[src/rtl/pmod_16led_arb_pkg.sv]
// Shared definitions for the PMOD 16-LED arbiter: FSM states, source count
// and the round-robin selection helper.
package pmod_16led_pkg;

  localparam int unsigned N_SRC = 3;

  typedef enum logic {
    IDLE,
    SHOW
  } state_t;

  typedef struct packed {
    logic       valid;
    logic [1:0] idx;
  } pick_t;

  // First requester scanning last+1, last+2, last (mod N_SRC).
  function automatic pick_t rr_pick(input logic [N_SRC-1:0] req, input logic [1:0] last);
    pick_t       r;
    int unsigned t;
    logic [1:0]  c;
    r = '0;
    for (int unsigned k = 1; k <= N_SRC; k++) begin
      t = (32'(last) + k) % N_SRC;
      c = 2'(t);
      if (!r.valid && req[c]) begin
        r.valid = 1'b1;
        r.idx   = c;
      end
    end
    return r;
  endfunction

  function automatic logic [N_SRC-1:0] onehot(input logic [1:0] idx);
    return N_SRC'(1) << idx;
  endfunction

endpackage

[src/rtl/pmod_16led_arb_if.sv]
// Pattern-source / arbiter connection bundle for the PMOD 16-LED arbiter.
interface pmod_16led_arb_if;

  logic [pmod_16led_pkg::N_SRC-1:0] req;
  logic [15:0]                      pat0;
  logic [15:0]                      pat1;
  logic [15:0]                      pat2;
  logic [pmod_16led_pkg::N_SRC-1:0] blink;
  logic [pmod_16led_pkg::N_SRC-1:0] grant;
  logic                             busy;
  logic [15:0]                      pmod_16led;

  modport master (
    output req, pat0, pat1, pat2, blink,
    input  grant, busy, pmod_16led
  );

  modport slave (
    input  req, pat0, pat1, pat2, blink,
    output grant, busy, pmod_16led
  );

endinterface

[src/rtl/tick_prescaler.sv]
// Free-running 0..TICK_CYC-1 counter with a one-cycle tick at terminal count
// and a synchronous clear.
module tick_prescaler #(
  parameter int unsigned TICK_CYC = 4
) (
  input  logic clk,
  input  logic rst,
  input  logic clr_i,
  output logic tick_o
);

  localparam int unsigned CW = (TICK_CYC > 1) ? $clog2(TICK_CYC) : 1;
  localparam logic [CW-1:0] TERM = CW'(TICK_CYC - 1);

  logic [CW-1:0] cnt_q, cnt_d;

  assign tick_o = (cnt_q == TERM);

  always_comb begin
    cnt_d = cnt_q + CW'(1);
    if (clr_i || tick_o) begin
      cnt_d = '0;
    end
  end

  always_ff @(posedge clk or posedge rst) begin
    if (rst) begin
      cnt_q <= '0;
    end else begin
      cnt_q <= cnt_d;
    end
  end

endmodule

[src/rtl/pmod_16led_arb.sv]
// Round-robin time-sharing arbiter for the 16-LED PMOD with minimum dwell
// and per-source blink masking.
module pmod_16led_arb
  import pmod_16led_pkg::*;
#(
  parameter int unsigned CLK_HZ  = 25000000,
  parameter int unsigned TICK_HZ = 2,
  parameter int unsigned DWELL   = 4
) (
  input  logic             clk,
  input  logic             rst,
  pmod_16led_arb_if.slave  bus,
  output logic             gpio0
);

  localparam int unsigned TICK_CYC = CLK_HZ / TICK_HZ;
  localparam int unsigned DW       = $clog2(DWELL + 1);
  localparam logic [DW-1:0] DWELL_V = DW'(DWELL);

  state_t            state_q, state_d;
  logic [1:0]        last_q, last_d;
  logic [DW-1:0]     dwell_q, dwell_d;
  logic              phase_q, phase_d;
  logic [N_SRC-1:0]  grant_q, grant_d;
  logic              busy_q, busy_d;
  logic [15:0]       led_q, led_d;
  logic              tick;
  logic              clr;
  pick_t             pick_any, pick_other;
  logic [15:0]       pat_sel;

  tick_prescaler #(
    .TICK_CYC(TICK_CYC)
  ) u_presc (
    .clk   (clk),
    .rst   (rst),
    .clr_i (clr),
    .tick_o(tick)
  );

  always_comb begin
    state_d    = state_q;
    last_d     = last_q;
    dwell_d    = dwell_q;
    phase_d    = phase_q;
    clr        = 1'b0;
    pick_any   = rr_pick(bus.req, last_q);
    // Owner is masked so a switch only happens toward a different source.
    pick_other = rr_pick(bus.req & ~onehot(last_q), last_q);

    unique case (state_q)
      IDLE: begin
        if (pick_any.valid) begin
          state_d = SHOW;
          last_d  = pick_any.idx;
          dwell_d = '0;
          phase_d = 1'b1;
          clr     = 1'b1;
        end
      end
      SHOW: begin
        if (!bus.req[last_q]) begin
          state_d = IDLE;
        end else if (dwell_q == DWELL_V && pick_other.valid) begin
          last_d  = pick_other.idx;
          dwell_d = '0;
          phase_d = 1'b1;
          clr     = 1'b1;
        end else if (tick) begin
          if (dwell_q != DWELL_V) begin
            dwell_d = dwell_q + DW'(1);
          end
          if (bus.blink[last_q]) begin
            phase_d = ~phase_q;
          end
        end
      end
      default: state_d = IDLE;
    endcase

    unique case (last_d)
      2'd0:    pat_sel = bus.pat0;
      2'd1:    pat_sel = bus.pat1;
      default: pat_sel = bus.pat2;
    endcase

    // Outputs are built from next-state so grant, busy and LEDs move together.
    grant_d = (state_d == SHOW) ? onehot(last_d) : '0;
    busy_d  = (state_d == SHOW);
    led_d   = (state_d == SHOW && (phase_d || !bus.blink[last_d])) ? pat_sel : '0;
  end

  always_ff @(posedge clk or posedge rst) begin
    if (rst) begin
      state_q <= IDLE;
      last_q  <= 2'd2;
      dwell_q <= '0;
      phase_q <= 1'b1;
      grant_q <= '0;
      busy_q  <= 1'b0;
      led_q   <= '0;
    end else begin
      state_q <= state_d;
      last_q  <= last_d;
      dwell_q <= dwell_d;
      phase_q <= phase_d;
      grant_q <= grant_d;
      busy_q  <= busy_d;
      led_q   <= led_d;
    end
  end

  assign bus.grant      = grant_q;
  assign bus.busy       = busy_q;
  assign bus.pmod_16led = led_q;
  assign gpio0          = 1'b1;

endmodule

[src/flat_wrapper.sv]
// flat-port wrapper written by rule: the top's interface ports become plain ports
module pmod_16led_arb_flat import pmod_16led_pkg::*;
#(
  parameter int unsigned CLK_HZ  = 25000000,
  parameter int unsigned TICK_HZ = 2,
  parameter int unsigned DWELL   = 4
)
  (clk, rst, gpio0, bus_req, bus_pat0, bus_pat1, bus_pat2, bus_blink, bus_grant, bus_busy, bus_pmod_16led);
  pmod_16led_arb_if bus_i ();
  input  logic clk;
  input  logic rst;
  output logic gpio0;
  input wire logic [$bits(bus_i.req)-1:0] bus_req;
  input wire logic [$bits(bus_i.pat0)-1:0] bus_pat0;
  input wire logic [$bits(bus_i.pat1)-1:0] bus_pat1;
  input wire logic [$bits(bus_i.pat2)-1:0] bus_pat2;
  input wire logic [$bits(bus_i.blink)-1:0] bus_blink;
  output wire logic [$bits(bus_i.grant)-1:0] bus_grant;
  output wire logic [$bits(bus_i.busy)-1:0] bus_busy;
  output wire logic [$bits(bus_i.pmod_16led)-1:0] bus_pmod_16led;
  assign bus_i.req = bus_req;
  assign bus_i.pat0 = bus_pat0;
  assign bus_i.pat1 = bus_pat1;
  assign bus_i.pat2 = bus_pat2;
  assign bus_i.blink = bus_blink;
  assign bus_grant = bus_i.grant;
  assign bus_busy = bus_i.busy;
  assign bus_pmod_16led = bus_i.pmod_16led;
  pmod_16led_arb #(.CLK_HZ(CLK_HZ), .TICK_HZ(TICK_HZ), .DWELL(DWELL)) u_core (.clk(clk), .rst(rst), .bus(bus_i), .gpio0(gpio0));
endmodule
[config.mk]
export PLATFORM = sky130hd
export DESIGN_NAME = pmod_16led_arb_flat
export DESIGN_NICKNAME = d
export VERILOG_FILES = /design/src/rtl/pmod_16led_arb_pkg.sv /design/src/rtl/pmod_16led_arb_if.sv /design/src/rtl/tick_prescaler.sv /design/src/rtl/pmod_16led_arb.sv /design/src/flat_wrapper.sv
export SDC_FILE = /design/constraint.sdc
export NUM_CORES = 1
export LEC_CHECK = 0
export ABC_CLOCK_PERIOD_IN_PS = 8240
export CORE_ASPECT_RATIO = 1.2
export CORE_MARGIN = 5
export CORE_UTILIZATION = 54
export CTS_CLUSTER_DIAMETER = 50
export DETAILED_ROUTE_END_ITERATION = 6
export HOLD_SLACK_MARGIN = 0.02
export PLACE_DENSITY = 0.91
export REMOVE_ABC_BUFFERS = 1
export SYNTH_ARGS = -nofsm -noshare
export SYNTH_HDL_FRONTEND = slang
export SYNTH_SLANG_ARGS = --single-unit
export TNS_END_PERCENT = 10
[constraint.sdc]
create_clock -name clk -period 8.24 [get_ports clk]
set_clock_uncertainty 0.1 [all_clocks]
set_input_delay 0.824 -clock clk [delete_from_list [all_inputs] [get_ports clk]]
set_output_delay 0.824 -clock clk [all_outputs]
set_load 0.005 [all_outputs]
## Yosys cells after proc, flatten, opt, wreduce, memory -nomap -nowiden

Cells that the tools add are included.

| word-level totals | value |
|---|---|
| register bits after elaboration | 50 |
| input port bits | 56 |
| output and inout port bits | 21 |
| word-level logic and storage cells | 99 |

| cells by class | value |
|---|---|
| add/subtract/negate cells | 5 |
| div/mod/pow operators | 3 |
| $lt $le $gt $ge | 5 |
| equality and inequality tests | 8 |
| shift operators | 2 |
| muxes and demuxes | 50 |
| bitwise operators | 4 |
| reduce and logical (&&, ||, !) cells | 15 |

Operators by type and width:

| operator | count |
|---|---|
| remainder unit 32 x 2 -> 32 bit, second input constant | 3 |
| two-way mux 3 bit | 12 |
| one-hot mux 16 bit (2 select lines) | 1 |
| adder 24 x 1 -> 24 bit, second input constant | 1 |
| == test 24 bit, second input constant | 1 |
| two-way mux 24 bit | 1 |
| binary-select mux 1 bit (select 2 bit) | 9 |
| two-way mux 1 bit | 18 |
| two-way mux 16 bit | 1 |
| < comparator 2 x 3 -> 1 bit, second input constant | 5 |
| inequality test 3 bit, second input constant | 3 |
| adder 2 x 2 -> 3 bit, second input constant | 2 |
| logical AND 1 bit | 6 |
| two-way mux 2 bit | 3 |
| one-hot mux 1 bit (2 select lines) | 3 |
| one-hot mux 3 bit (2 select lines) | 1 |
| left shift 1 x 2 -> 3 bit, first input constant | 2 |
| zero test 1 bit | 5 |
| one-hot mux 2 bit (2 select lines) | 1 |
| AND reduction 4 bit | 1 |
| adder 2 x 1 -> 3 bit, second input constant | 1 |
| adder 3 x 1 -> 3 bit, second input constant | 1 |
| AND 3 bit | 1 |
| == test 3 bit, second input constant | 1 |
| other kinds (7) | 9 |

## Depth between registers and ports, before layout

Gate-level depths: netlist of the first run.

| depth | value |
|---|---|
| word-level depth | 22 |
| depth in mapped cells | 15 |

## Modules after synthesis

A second synthesis of the first run with hierarchy kept.

| second synthesis, totals | value |
|---|---|
| cells, all modules | 325 |
| area, all modules | 3131.8 sq um |

By module, submodules not included:

| module | times used | cells an instance | area an instance (sq um) |
|---|---|---|---|
| pmod_16led_arb | 1 | 193 | 1838.0 |
| tick_prescaler | 1 | 132 | 1293.7 |

## Least setup slack after synthesis of the first run

OpenSTA, ideal clock, no wires.

| path | value |
|---|---|
| kind | reg-to-reg |
| start point | reg u_core.last_q[1] |
| end point | reg u_core.led_q[10], in the netlist u_core.bus.pmod_16led[10] |
| arrival | 3.118 ns |
| required time | 7.990 ns |
| path slack | 4.872 ns |
| cell stages (with the launch flop) | 14 |
| buffers on the path | 3 |
| period minus slack after synthesis | 3.368 ns |
| cell sequence | dfstp_2 buf_2 inv_1 ha_1 buf_2 inv_1 o311ai_0 o22ai_1 o311ai_1 mux2_2 a211o_1 a21oi_4 buf_6 a211oi_2 |

| on the way | value |
|---|---|
| word-level cells in the longest chain between the ends | 22 |

Ends and longest elaborated chain:

| item | line | RTL |
|---|---|---|
| start: declaration | pmod_16led_arb.sv:21 | `logic [1:0] last_q, last_d;` |
| start signal: assignment | pmod_16led_arb.sv:104 | `last_q <= last_d;` |
| branches (longest 21 deep; another with remainder unit 32 x 2 -> 32 bit) | -- |  |
| two-way mux 16 bit (*) | pmod_16led_arb.sv:90 | `led_d = (state_d == SHOW && (phase_d \|\| !bus.blink[last_d])) ? pat_sel : '0;` |
| via u_core.led_d[10] | pmod_16led_arb.sv:26 | `logic [15:0] led_q, led_d;` |
| end signal: assignment | pmod_16led_arb.sv:109 | `led_q <= led_d;` |
| end: declaration | pmod_16led_arb.sv:26 |  |

Mark *: on every way through the listed nets, which the timed path passes. The select of a mux whose other input is x is not followed.
A chain may end at the register's enable or synchronous reset.

## Worst setup path after layout of the first run

| path | value |
|---|---|
| start point | reg u_core.last_q[1] |
| end point | reg u_core.led_q[4], in the netlist u_core.bus.pmod_16led[4] |

| on the way | value |
|---|---|
| word-level cells in the longest chain between the ends | 22 |

Ends and longest elaborated chain:

| item | line | RTL |
|---|---|---|
| branches (longest 15 deep; another with remainder unit 32 x 2 -> 32 bit) | -- |  |
| one-hot mux 2 bit (2 select lines) (*) | pmod_16led_arb.sv:51 | `unique case (state_q)` |
| via u_core.last_d[1] | pmod_16led_arb.sv:21 |  |
| binary-select mux 1 bit (select 2 bit) | pmod_16led_arb.sv:90 |  |
| two-way mux 1 bit (not written as such) | pmod_16led_arb.sv:90 |  |
| zero test 1 bit | pmod_16led_arb.sv:90 |  |
| logical OR 1 bit | pmod_16led_arb.sv:90 |  |
| logical AND 1 bit | pmod_16led_arb.sv:90 |  |
| two-way mux 16 bit (*) | pmod_16led_arb.sv:90 |  |
| via u_core.led_d[4] | pmod_16led_arb.sv:26 |  |

Marked as above.

==> results.toml, run 1 <==
[clocking]
tritoncts.num_buffers = 5
cts-hold-fix-buffers = 0
number_of_buffers_on_the_longest_clock_path = 2
clock_latency_ns = 0.31
post_cts_clock_slew_at_the_launch_and_capture_registers_of_the_worst_setup_and_hold_paths_ns = 0.09
clockRootBuffer = "sky130_fd_sc_hd__clkbuf_8"
cts.repair.resized = 0
tritoncts_clock_tree = "done"
cts.htree.levels = 2
clock_sink_count = 50
post_cts_setup_driven_buffer_insertion_count = 0

[hold_path]
hold_path.class = "register to register"
timing.hold.worst_endpoint = "u_core.u_presc.cnt_q[0]"
hold_depth = 1
min-delay-start = "u_core.u_presc.cnt_q[0]"

[power_and_ir_drop]
total_power_mw = 1.235
highest_ir_drop_seen_on_vdd_mv = 0.2085
power.density_nw_per_um2 = 310.7
static_leakage_nw = 1.614

[synth]
yosysSeqAreaShare_pct = 39.84
avgSynthCellArea_um2 = 9.283
netlist-cell-type-count = 54
postSynthCellCount = 339
synth_enable_flop_cells = 0
synth.ff_latch_count = 50
synth_top_flop_cell = "sky130_fd_sc_hd__dfrtp_1"
yosys_warnings = 0
post_synth_instance_area_um2 = 3147
asyncSetResetFlopFracSynth_pct = 100.0

[setup_path]
cp_max_fo = 35
crit_required_ns = 8.27
worst_r2r_endpoint = "u_core.bus.pmod_16led[4]"
critical_path.endpoint_type = "register"
r2r_start = "u_core.last_q[1]"
worstSetupStartpointType = "register"
rrSetupSlack_ns = 3.38
worst_r2r_path_depth = 11
worst-setup-path-type = "register to register"
signal_arrival_time_at_the_worst_endpoint_ns = 4.88

[die]
row_count = 30
die-height_um = 93.62
start_util_pct = 55.52
die_area_um2 = 7460
floorplan.core_area_um2 = 5668
die_w_um = 79.69
pin_count = 77

[timing]
tightest_slew_ns = 1.245
setup_tns_ns = 0
min_period_ns = 4.857
finalHoldWorstSlack_ns = 0.3777
rsz_0062_raised_after_global_routing = "no"
setup_violations = 0
clock.fmax_mhz = 205.9
final_hold_viol_count = 0
relSlewSlack_pct = 17.00
post_route_clock_period_utilization_pct = 58.94
slew_violations = 0

[outcome]
status = "completed"

[final_layout]
leading_cell_types_in_the_layout_fill_and_taps_excluded = "sky130_fd_sc_hd__clkdlybuf4s50_1, sky130_fd_sc_hd__dfrtp_1, sky130_fd_sc_hd__nor2_1"
drive_above_1_share_pct = 7.750
fillerInstances = 429
final_antenna_diode_count = 0
final_cell_area_um2 = 3975
layout.cells.most_common = "sky130_fd_sc_hd__clkdlybuf4s50_1"
number_of_nets_in_the_final_layout = 463
area_growth_syn_to_layout_pct = 26.32

[drt]
detailroute.via_count = 2798
antenna_left = 0
drcViolationCount = 0
drt_iter0_markers = 110
avgViaCountPerCell = 5.829
detailedRoute.firstPassIterationCount = 4
routedWlPerCell_um = 16.16
wirelength_um = 7758

[place]
post-dp-hpwl_um = 5708
placement.cell_area_um2 = 3891
place.gp.congestion = 0.8728
placement.io_buffers = 75

[global_routing]
pin_count_of_the_biggest_net_entering_global_routing = 51
antenna_found_initial = 0
grt_pass1_wl_um = 12700
first_global_vias = 2820
grt_overflow_total = 0
globalRouteTotalUtil_pct = 21.38

[run]
timing.max_cap.violations = 0
[worst max-delay path by stage]
stage / start / endpoint
floorplan: u_core.last_q[1] / u_core.bus.pmod_16led[0]
global placement: bus_req[0] / u_core.bus.pmod_16led[4]
detailed placement: bus_req[1] / u_core.bus.pmod_16led[3]
CTS: u_core.last_q[1] / u_core.bus.pmod_16led[3]
global route: u_core.last_q[0] / u_core.bus.pmod_16led[15]
finish: u_core.last_q[1] / u_core.bus.pmod_16led[4]
[synthesized netlist by cell type (4+ instances only)]
| cell type | count | area share (%) |
|---|---|---|
| sky130_fd_sc_hd__and4_1 | 4 | 1.1 |
| sky130_fd_sc_hd__a21oi_1 | 7 | 1.1 |
| sky130_fd_sc_hd__nor3_1 | 4 | 0.64 |
| sky130_fd_sc_hd__a211oi_1 | 8 | 1.9 |
| sky130_fd_sc_hd__inv_1 | 18 | 2.1 |
| sky130_fd_sc_hd__xor2_1 | 13 | 3.6 |
| sky130_fd_sc_hd__nand2_1 | 16 | 1.9 |
| sky130_fd_sc_hd__nor2_1 | 41 | 4.9 |
| sky130_fd_sc_hd__clkbuf_1 | 13 | 1.6 |
| sky130_fd_sc_hd__nand3_1 | 16 | 2.5 |
| sky130_fd_sc_hd__ha_1 | 8 | 3.2 |
| sky130_fd_sc_hd__mux2i_1 | 20 | 6.4 |
| sky130_fd_sc_hd__nand4_1 | 8 | 1.6 |
| sky130_fd_sc_hd__dfrtp_1 | 48 | 38 |
| sky130_fd_sc_hd__xnor2_1 | 11 | 3.1 |
| sky130_fd_sc_hd__buf_2 | 7 | 1.1 |
| sky130_fd_sc_hd__a211oi_2 | 10 | 4.0 |
| sky130_fd_sc_hd__o21ai_0 | 26 | 4.1 |
[per-stage QoR]
| step | util, % | cells | setup WS, ns |
|---|---|---|---|
| after global routing | 70.13 | 480 | 2.982 |
| final | 70.13 | 480 | 3.383 |
| after floorplan | - | 316 | 4.200 |
| after global placement | 68.65 | 472 | 3.608 |
| after CTS | 70.13 | 480 | 3.418 |
| after detailed placement | 68.65 | 472 | 3.319 |
[state kept, by name (all words and copies together), names as in the netlist]
register,flops
u_core.bus.grant,3
u_core.bus.pmod_16led,16
u_core.dwell_q,3
u_core.last_q,2
u_core.phase_q,1
u_core.state_q,1
u_core.u_presc.cnt_q,24
[cell type report]
type                       instances  area (µm²)  area share [%]
clock buffer                       7       76.32           1.920
clock inverter                     1       7.507          0.1889
inverter                          19       72.57           1.826
multi-input combinational        247        1707           42.93
sequential                        50        1254           31.54
tap                               80       100.1           2.518
timing repair buffer              76       758.2           19.07
[worst max-delay path: stages, from the launching register on]
cell                       delay (ns)
sky130_fd_sc_hd__dfstp_2         0.67
sky130_fd_sc_hd__inv_1           0.14
sky130_fd_sc_hd__ha_1            0.58
sky130_fd_sc_hd__and3b_1         0.24
sky130_fd_sc_hd__a311oi_2        0.42
sky130_fd_sc_hd__nand2_2         0.17
sky130_fd_sc_hd__nand3_1         0.11
sky130_fd_sc_hd__and4_1          1.04
sky130_fd_sc_hd__clkinv_2        0.26
sky130_fd_sc_hd__a211o_1         0.33
sky130_fd_sc_hd__a21oi_4         0.51
sky130_fd_sc_hd__a211oi_1        0.10
[report_power, final]
part           leakage (nW)  internal (mW)  total, mW  switching, mW
Sequential            0.657          0.311      0.363         0.0520
Clock                0.0385         0.0603      0.142         0.0816
Combinational         0.918          0.327      0.731          0.404
[layer usage]
| layer | vias up | wire length (µm) | GRT usage (%) |
|---|---|---|---|
| li1 | 1321 | - | - |
| met5 | - | 0 | 0 |
| met1 | 1345 | 2991 | 24.88 |
| met4 | 0 | 331 | 10.17 |
| met3 | 33 | 410 | 4.046 |
| met2 | 99 | 4024 | 37.33 |
[cells by family after synthesis]
| family | Yosys count | synth area share [%] |
|---|---|---|
| compound gates | 78 | 18.37 |
| xor+xnor | 24 | 6.680 |
| fa+ha+maj | 8 | 3.181 |
| buf+inv | 42 | 5.924 |
| flops | 50 | 39.84 |
| mux | 23 | 7.435 |
| other cells | 1 | 0.1192 |
| simple gates | 113 | 18.45 |
Note: power is estimated with default switching activity, not from simulation.
==> run 2: changes to the inputs <==
--- a/config.mk
+++ b/config.mk
@@ -5,14 +5,14 @@
 export SDC_FILE = /design/constraint.sdc
 export NUM_CORES = 1
 export LEC_CHECK = 0
-export ABC_CLOCK_PERIOD_IN_PS = 8240
+export ABC_CLOCK_PERIOD_IN_PS = 4800
 export CORE_ASPECT_RATIO = 1.2
 export CORE_MARGIN = 5
-export CORE_UTILIZATION = 54
+export CORE_UTILIZATION = 50
 export CTS_CLUSTER_DIAMETER = 50
 export DETAILED_ROUTE_END_ITERATION = 6
 export HOLD_SLACK_MARGIN = 0.02
-export PLACE_DENSITY = 0.91
+export PLACE_DENSITY = 0.86
 export REMOVE_ABC_BUFFERS = 1
 export SYNTH_ARGS = -nofsm -noshare
 export SYNTH_HDL_FRONTEND = slang
==> constraint.sdc (replaced) <==
create_clock -name clk -period 4.8 [get_ports clk]
set_clock_uncertainty 0.1 [all_clocks]
set_input_delay 0.48 -clock clk [delete_from_list [all_inputs] [get_ports clk]]
set_output_delay 0.48 -clock clk [all_outputs]
set_load 0.005 [all_outputs]
==> run 2 against run 1 <==
Net effect:
- die area is 7.1% higher
- critical path depth did not move
- combinational power increased by 72%
- fmax increased by 26%
- count of clock-buffer cells in the layout down 1
- clock power increased by 86%
- setup slack worse by 2.4 ns
- highest routed layer unchanged
- via count decreased by 3.4%
- non-clock buffer count up 1
- register-to-register slack got worse by 2.4 ns
- critical path type unchanged
- utilization is 4.4 points lower
==> results.toml, run 2 (synthesis gave the netlist of run 1 again) <==
[final_layout]
number_of_nets_in_the_final_layout = 464
final_antenna_diode_count = 0
area_growth_syn_to_layout_pct = 27.12
final_cell_area_um2 = 4000
leading_cell_types_in_the_layout_fill_and_taps_excluded = "sky130_fd_sc_hd__clkdlybuf4s50_1, sky130_fd_sc_hd__dfrtp_1, sky130_fd_sc_hd__nor2_1"
layout.cells.most_common = "sky130_fd_sc_hd__clkdlybuf4s50_1"
post_layout_nonfiller_instances = 483
finalCoreUtilization_pct = 65.69
fillerInstances = 511
drive_above_1_share_pct = 8.479
largest-register = "u_core.u_presc.cnt_q"
largest_register_ffs = 24

[hold_path]
hold_path.class = "register to register"
hold_depth = 1

[clocking]
post_cts_clock_slew_at_the_launch_and_capture_registers_of_the_worst_setup_and_hold_paths_ns = 0.09
number_of_buffers_on_the_longest_clock_path = 2
cts.repair.resized = 0
cts-hold-fix-buffers = 0
cts.htree.levels = 2
clock_latency_ns = 0.31
clock_sink_count = 50
post_cts_setup_driven_buffer_insertion_count = 0
tritoncts_clock_tree = "done"
clockRootBuffer = "sky130_fd_sc_hd__clkbuf_8"
tritoncts.num_buffers = 5

[drt]
drcViolationCount = 0
routedWlPerCell_um = 15.33
detailroute.via_count = 2703
detailedRoute.firstPassIterationCount = 5
antenna_left = 0
drt_iter0_markers = 91
wirelength_um = 7406
avgViaCountPerCell = 5.596

[timing]
relSlewSlack_pct = 33.56
tightest_slew_ns = 0.9952
post_route_clock_period_utilization_pct = 80.06
rsz_0062_raised_after_global_routing = "no"
finalHoldWorstSlack_ns = 0.3780
min_period_ns = 3.843
final_hold_viol_count = 0
slew_violations = 0
setup_tns_ns = 0
clock.fmax_mhz = 260.2
setup_violations = 0
worst_slack_ns = 0.9573

[outcome]
status = "completed"

[global_routing]
grt_overflow_total = 0
pin_count_of_the_biggest_net_entering_global_routing = 51
antenna_found_initial = 0
first_global_vias = 2563
globalRouteTotalUtil_pct = 19.10
grt_pass1_wl_um = 12190

[setup_path]
crit_family = "compound AO/OA/AOI/OAI gates"
cp_max_fo = 21
worst-setup-path-type = "register to register"
critical_path.endpoint_type = "register"
cp_cell_sequence = "inv_1 -> ha_1 -> and3b_1 -> a311oi_2 -> nand2_2 -> o211ai_1 -> o211ai_1 -> buf_4 -> nand3b_1 -> a21oi_4 -> a211oi_1"
cp_slowest_stage_delay_ns = 0.67
critical_path.slowest_cell = "sky130_fd_sc_hd__dfstp_2"
cp_num_buf_inv = 2
crit_required_ns = 4.86
worstSetupStartpointType = "register"
signal_arrival_time_at_the_worst_endpoint_ns = 3.90
worst_r2r_path_depth = 11
worst_path_most_repeated_cell = "sky130_fd_sc_hd__o211ai_1"
logic_depth_of_the_worst_path_buffers_included = 11

[power_and_ir_drop]
total_power_mw = 2.142
static_leakage_nw = 1.628
highest_ir_drop_seen_on_vdd_mv = 0.4555
power.density_nw_per_um2 = 535.4

[die]
row_count = 31
start_util_pct = 51.67
die-height_um = 96.91
pin_count = 77
die_area_um2 = 7987
floorplan.core_area_um2 = 6090
die_w_um = 82.42

[place]
placed_cells_incl_taps = 475
post-dp-hpwl_um = 5553
placement.io_buffers = 75
place_worst_setup_slack_ns = 0.9404
placement.cell_area_um2 = 3901
place.gp.congestion = 0.8641

[run]
timing.max_cap.violations = 0
==> run 2: cell count changes in the layout (fill, tap and decap cells not counted) <==
cell	before	now
sky130_fd_sc_hd__clkbuf_1	2	0
sky130_fd_sc_hd__buf_4	1	2
sky130_fd_sc_hd__clkbuf_8	5	6
sky130_fd_sc_hd__inv_6	0	1
==> run 2: worst paths after layout <==
check / start / to / slack (ns)
max reg2reg: u_core.last_q[1] / u_core.bus.pmod_16led[0] / 0.96
min reg2reg: u_core.u_presc.cnt_q[0] / u_core.u_presc.cnt_q[0] / 0.38
min in group asynchronous: rst / u_core.u_presc.cnt_q[13] / 0.61
max in group asynchronous: rst / u_core.bus.pmod_16led[0] / 3.36
max: u_core.last_q[1] / u_core.bus.pmod_16led[0] / 0.96
min: u_core.u_presc.cnt_q[0] / u_core.u_presc.cnt_q[0] / 0.38
==> run 2: layout make-up <==
type / count / area, µm² / share of cell area (%)
clock inverter: 2 / 16.27 / 0.4066
timing repair buffer: 77 / 765.7 / 19.14
clock buffer: 6 / 82.58 / 2.064
multi-input combinational: 247 / 1707 / 42.67
inverter: 19 / 72.57 / 1.814
tap: 82 / 102.6 / 2.565
sequential: 50 / 1254 / 31.34
==> run 2: report_power, final <==
group	switching (mW)	internal (mW)	total, mW
clock	0.145	0.119	0.264
combinational	0.686	0.571	1.26
sequential	0.0885	0.533	0.621
==> run 2: per-layer routing <==
metal	track usage, %	wire (µm)	up-vias
met5	0	0	-
li1	-	-	1326
met2	32.72	3837	86
met3	3.717	378	10
met1	23.98	3079	1281
met4	4.859	110	0
==> run 3: changes to the inputs <==
--- a/config.mk
+++ b/config.mk
@@ -5,7 +5,7 @@
 export SDC_FILE = /design/constraint.sdc
 export NUM_CORES = 1
 export LEC_CHECK = 0
-export ABC_CLOCK_PERIOD_IN_PS = 4800
+export ABC_CLOCK_PERIOD_IN_PS = 3700
 export CORE_ASPECT_RATIO = 1.2
 export CORE_MARGIN = 5
 export CORE_UTILIZATION = 50
==> constraint.sdc (replaced) <==
create_clock -name clk -period 3.7 [get_ports clk]
set_clock_uncertainty 0.1 [all_clocks]
set_input_delay 0.37 -clock clk [delete_from_list [all_inputs] [get_ports clk]]
set_output_delay 0.37 -clock clk [all_outputs]
set_load 0.005 [all_outputs]
==> run 3 against run 2 <==
Net effect:
- first-iteration DRC count is 47% higher
- sequential share of layout area down 0.47 points
- final area up 1.5%
- sequential power increased by 28%
- fmax increased by 10%
- register-to-register slack worse by 0.75 ns
- highest routed layer unchanged
==> results.toml, run 3 (synthesis gave the netlist of run 1 again) <==
[outcome]
status = "completed"

[final_layout]
multi_input_area_um2 = 1707
fillerInstances = 492
final_antenna_diode_count = 0
leading_cell_types_in_the_layout_fill_and_taps_excluded = "sky130_fd_sc_hd__clkdlybuf4s50_1, sky130_fd_sc_hd__dfrtp_1, sky130_fd_sc_hd__nor2_1"
largest_register_ffs = 24
largest-register = "u_core.u_presc.cnt_q"
seqCellArea_um2 = 1254
number_of_nets_in_the_final_layout = 469
layout.cells.most_common = "sky130_fd_sc_hd__clkdlybuf4s50_1"
area_growth_syn_to_layout_pct = 29.07
drive_above_1_share_pct = 9.360
post_layout_nonfiller_instances = 488

[clocking]
cts.repair.resized = 0
tritoncts_clock_tree = "done"
cts-hold-fix-buffers = 0
clockRootBuffer = "sky130_fd_sc_hd__clkbuf_8"
tritoncts.num_buffers = 5
number_of_buffers_on_the_longest_clock_path = 2
cts.htree.levels = 2
post_cts_setup_driven_buffer_insertion_count = 0
post_cts_clock_slew_at_the_launch_and_capture_registers_of_the_worst_setup_and_hold_paths_ns = 0.10
clock_sink_count = 50
clock_latency_ns = 0.30

[setup_path]
crit_required_ns = 3.77
cp_max_fo = 16
worst_r2r_path_depth = 11
crit_family = "compound AO/OA/AOI/OAI gates"
critical_path.slowest_cell = "sky130_fd_sc_hd__dfstp_2"
cp_num_buf_inv = 2
critical_path.endpoint_type = "register"
worstSetupStartpointType = "register"
rrSetupSlack_ns = 0.21
r2r_start = "u_core.last_q[1]"
worst-setup-path-type = "register to register"
cp_slowest_stage_delay_ns = 0.67
cp_cell_sequence = "inv_1 -> ha_1 -> or4b_1 -> o311ai_0 -> o22ai_1 -> o311ai_1 -> mux2_2 -> a211o_1 -> a21oi_4 -> buf_12 -> a211oi_1"
worst_r2r_endpoint = "u_core.bus.pmod_16led[4]"
signal_arrival_time_at_the_worst_endpoint_ns = 3.57

[global_routing]
grt_overflow_total = 0
pin_count_of_the_biggest_net_entering_global_routing = 51
first_global_vias = 2804
antenna_found_initial = 0
globalRouteTotalUtil_pct = 20.29
grt_pass1_wl_um = 12850

[die]
pin_count = 77
die_area_um2 = 7987
row_count = 31
floorplan.core_area_um2 = 6090
die-height_um = 96.91
die_w_um = 82.42
start_util_pct = 51.67

[hold_path]
timing.hold.worst_endpoint = "u_core.u_presc.cnt_q[0]"
hold_depth = 1
hold_path.class = "register to register"
min-delay-start = "u_core.u_presc.cnt_q[0]"

[place]
place.gp.congestion = 0.9103
placement.io_buffers = 75
post-dp-hpwl_um = 5894
placed_cells_incl_taps = 480
place_worst_setup_slack_ns = 0.2311

[power_and_ir_drop]
power.density_nw_per_um2 = 707.9
static_leakage_nw = 1.660
highest_ir_drop_seen_on_vdd_mv = 0.5749

[drt]
drt_iter0_markers = 134
detailedRoute.firstPassIterationCount = 4
detailroute.via_count = 2763
avgViaCountPerCell = 5.662
wirelength_um = 7881
routedWlPerCell_um = 16.15
antenna_left = 0
drcViolationCount = 0

[timing]
setup_violations = 0
clock.fmax_mhz = 286.4
min_period_ns = 3.491
relSlewSlack_pct = 31.79
tightest_slew_ns = 1.022
post_route_clock_period_utilization_pct = 94.35
rsz_0062_raised_after_global_routing = "no"
slew_violations = 0
final_hold_viol_count = 0
worst_slack_ns = 0.2089
finalHoldWorstSlack_ns = 0.3990

[run]
timing.max_cap.violations = 0
-- run 3: cell count changes in the layout (fill, tap and decap cells not counted), sizes merged --
| cell | previous run | this run |
|---|---|---|
| buf | 2 | 7 |
| bufinv | 0 | 1 |
| inv | 19 | 18 |
-- run 3: how the worst max path moves through the flow --
stage | to | start | depth (start not counted)
2_1_floorplan | u_core.bus.pmod_16led[0] | u_core.last_q[1] | 11
3_3_place_gp | u_core.bus.pmod_16led[1] | u_core.last_q[1] | 11
3_5_place_dp | u_core.bus.pmod_16led[4] | u_core.last_q[1] | 11
4_1_cts | u_core.bus.pmod_16led[4] | u_core.last_q[1] | 11
5_1_grt | u_core.bus.pmod_16led[0] | u_core.last_q[1] | 11
6_report | u_core.bus.pmod_16led[4] | u_core.last_q[1] | 11
-- run 3: stage by stage --
stage | instance area [µm²] | TNS (ns) | power, mW | util (%)
after floorplan | 3033 | -5.128 | 1.887 | -
after global placement | 3951 | 0 | 2.427 | 64.89
after detailed placement | 3951 | 0 | 2.487 | 64.89
after CTS | 4061 | 0 | 2.877 | 66.69
after global routing | 4061 | 0 | 3.062 | 66.69
final | 4061 | 0 | 2.875 | 66.69
-- run 3: layout make-up --
type,instances,share of cell area (%)
timing repair buffer,82,20.09
sequential,50,30.87
clock inverter,2,0.9242
tap,82,2.526
clock buffer,6,1.787
multi-input combinational,247,42.02
inverter,19,1.787
-- run 3: power by group --
group / leakage, nW / internal, mW / switching (mW)
sequential: 0.657 / 0.691 / 0.106
combinational: 0.952 / 0.773 / 0.921
clock: 0.0514 / 0.202 / 0.182
total: 1.66 / 1.67 / 1.21
-- run 3: metal layers --
layer  share of wire [%]  vias to the layer above  track usage, %
li1                    -                     1336               -
met1                  39                     1313           23.19
met2                  54                      103           37.41
met3                 5.3                       11           2.881
met4                 1.5                        0           6.138
met5                   0                        -               0
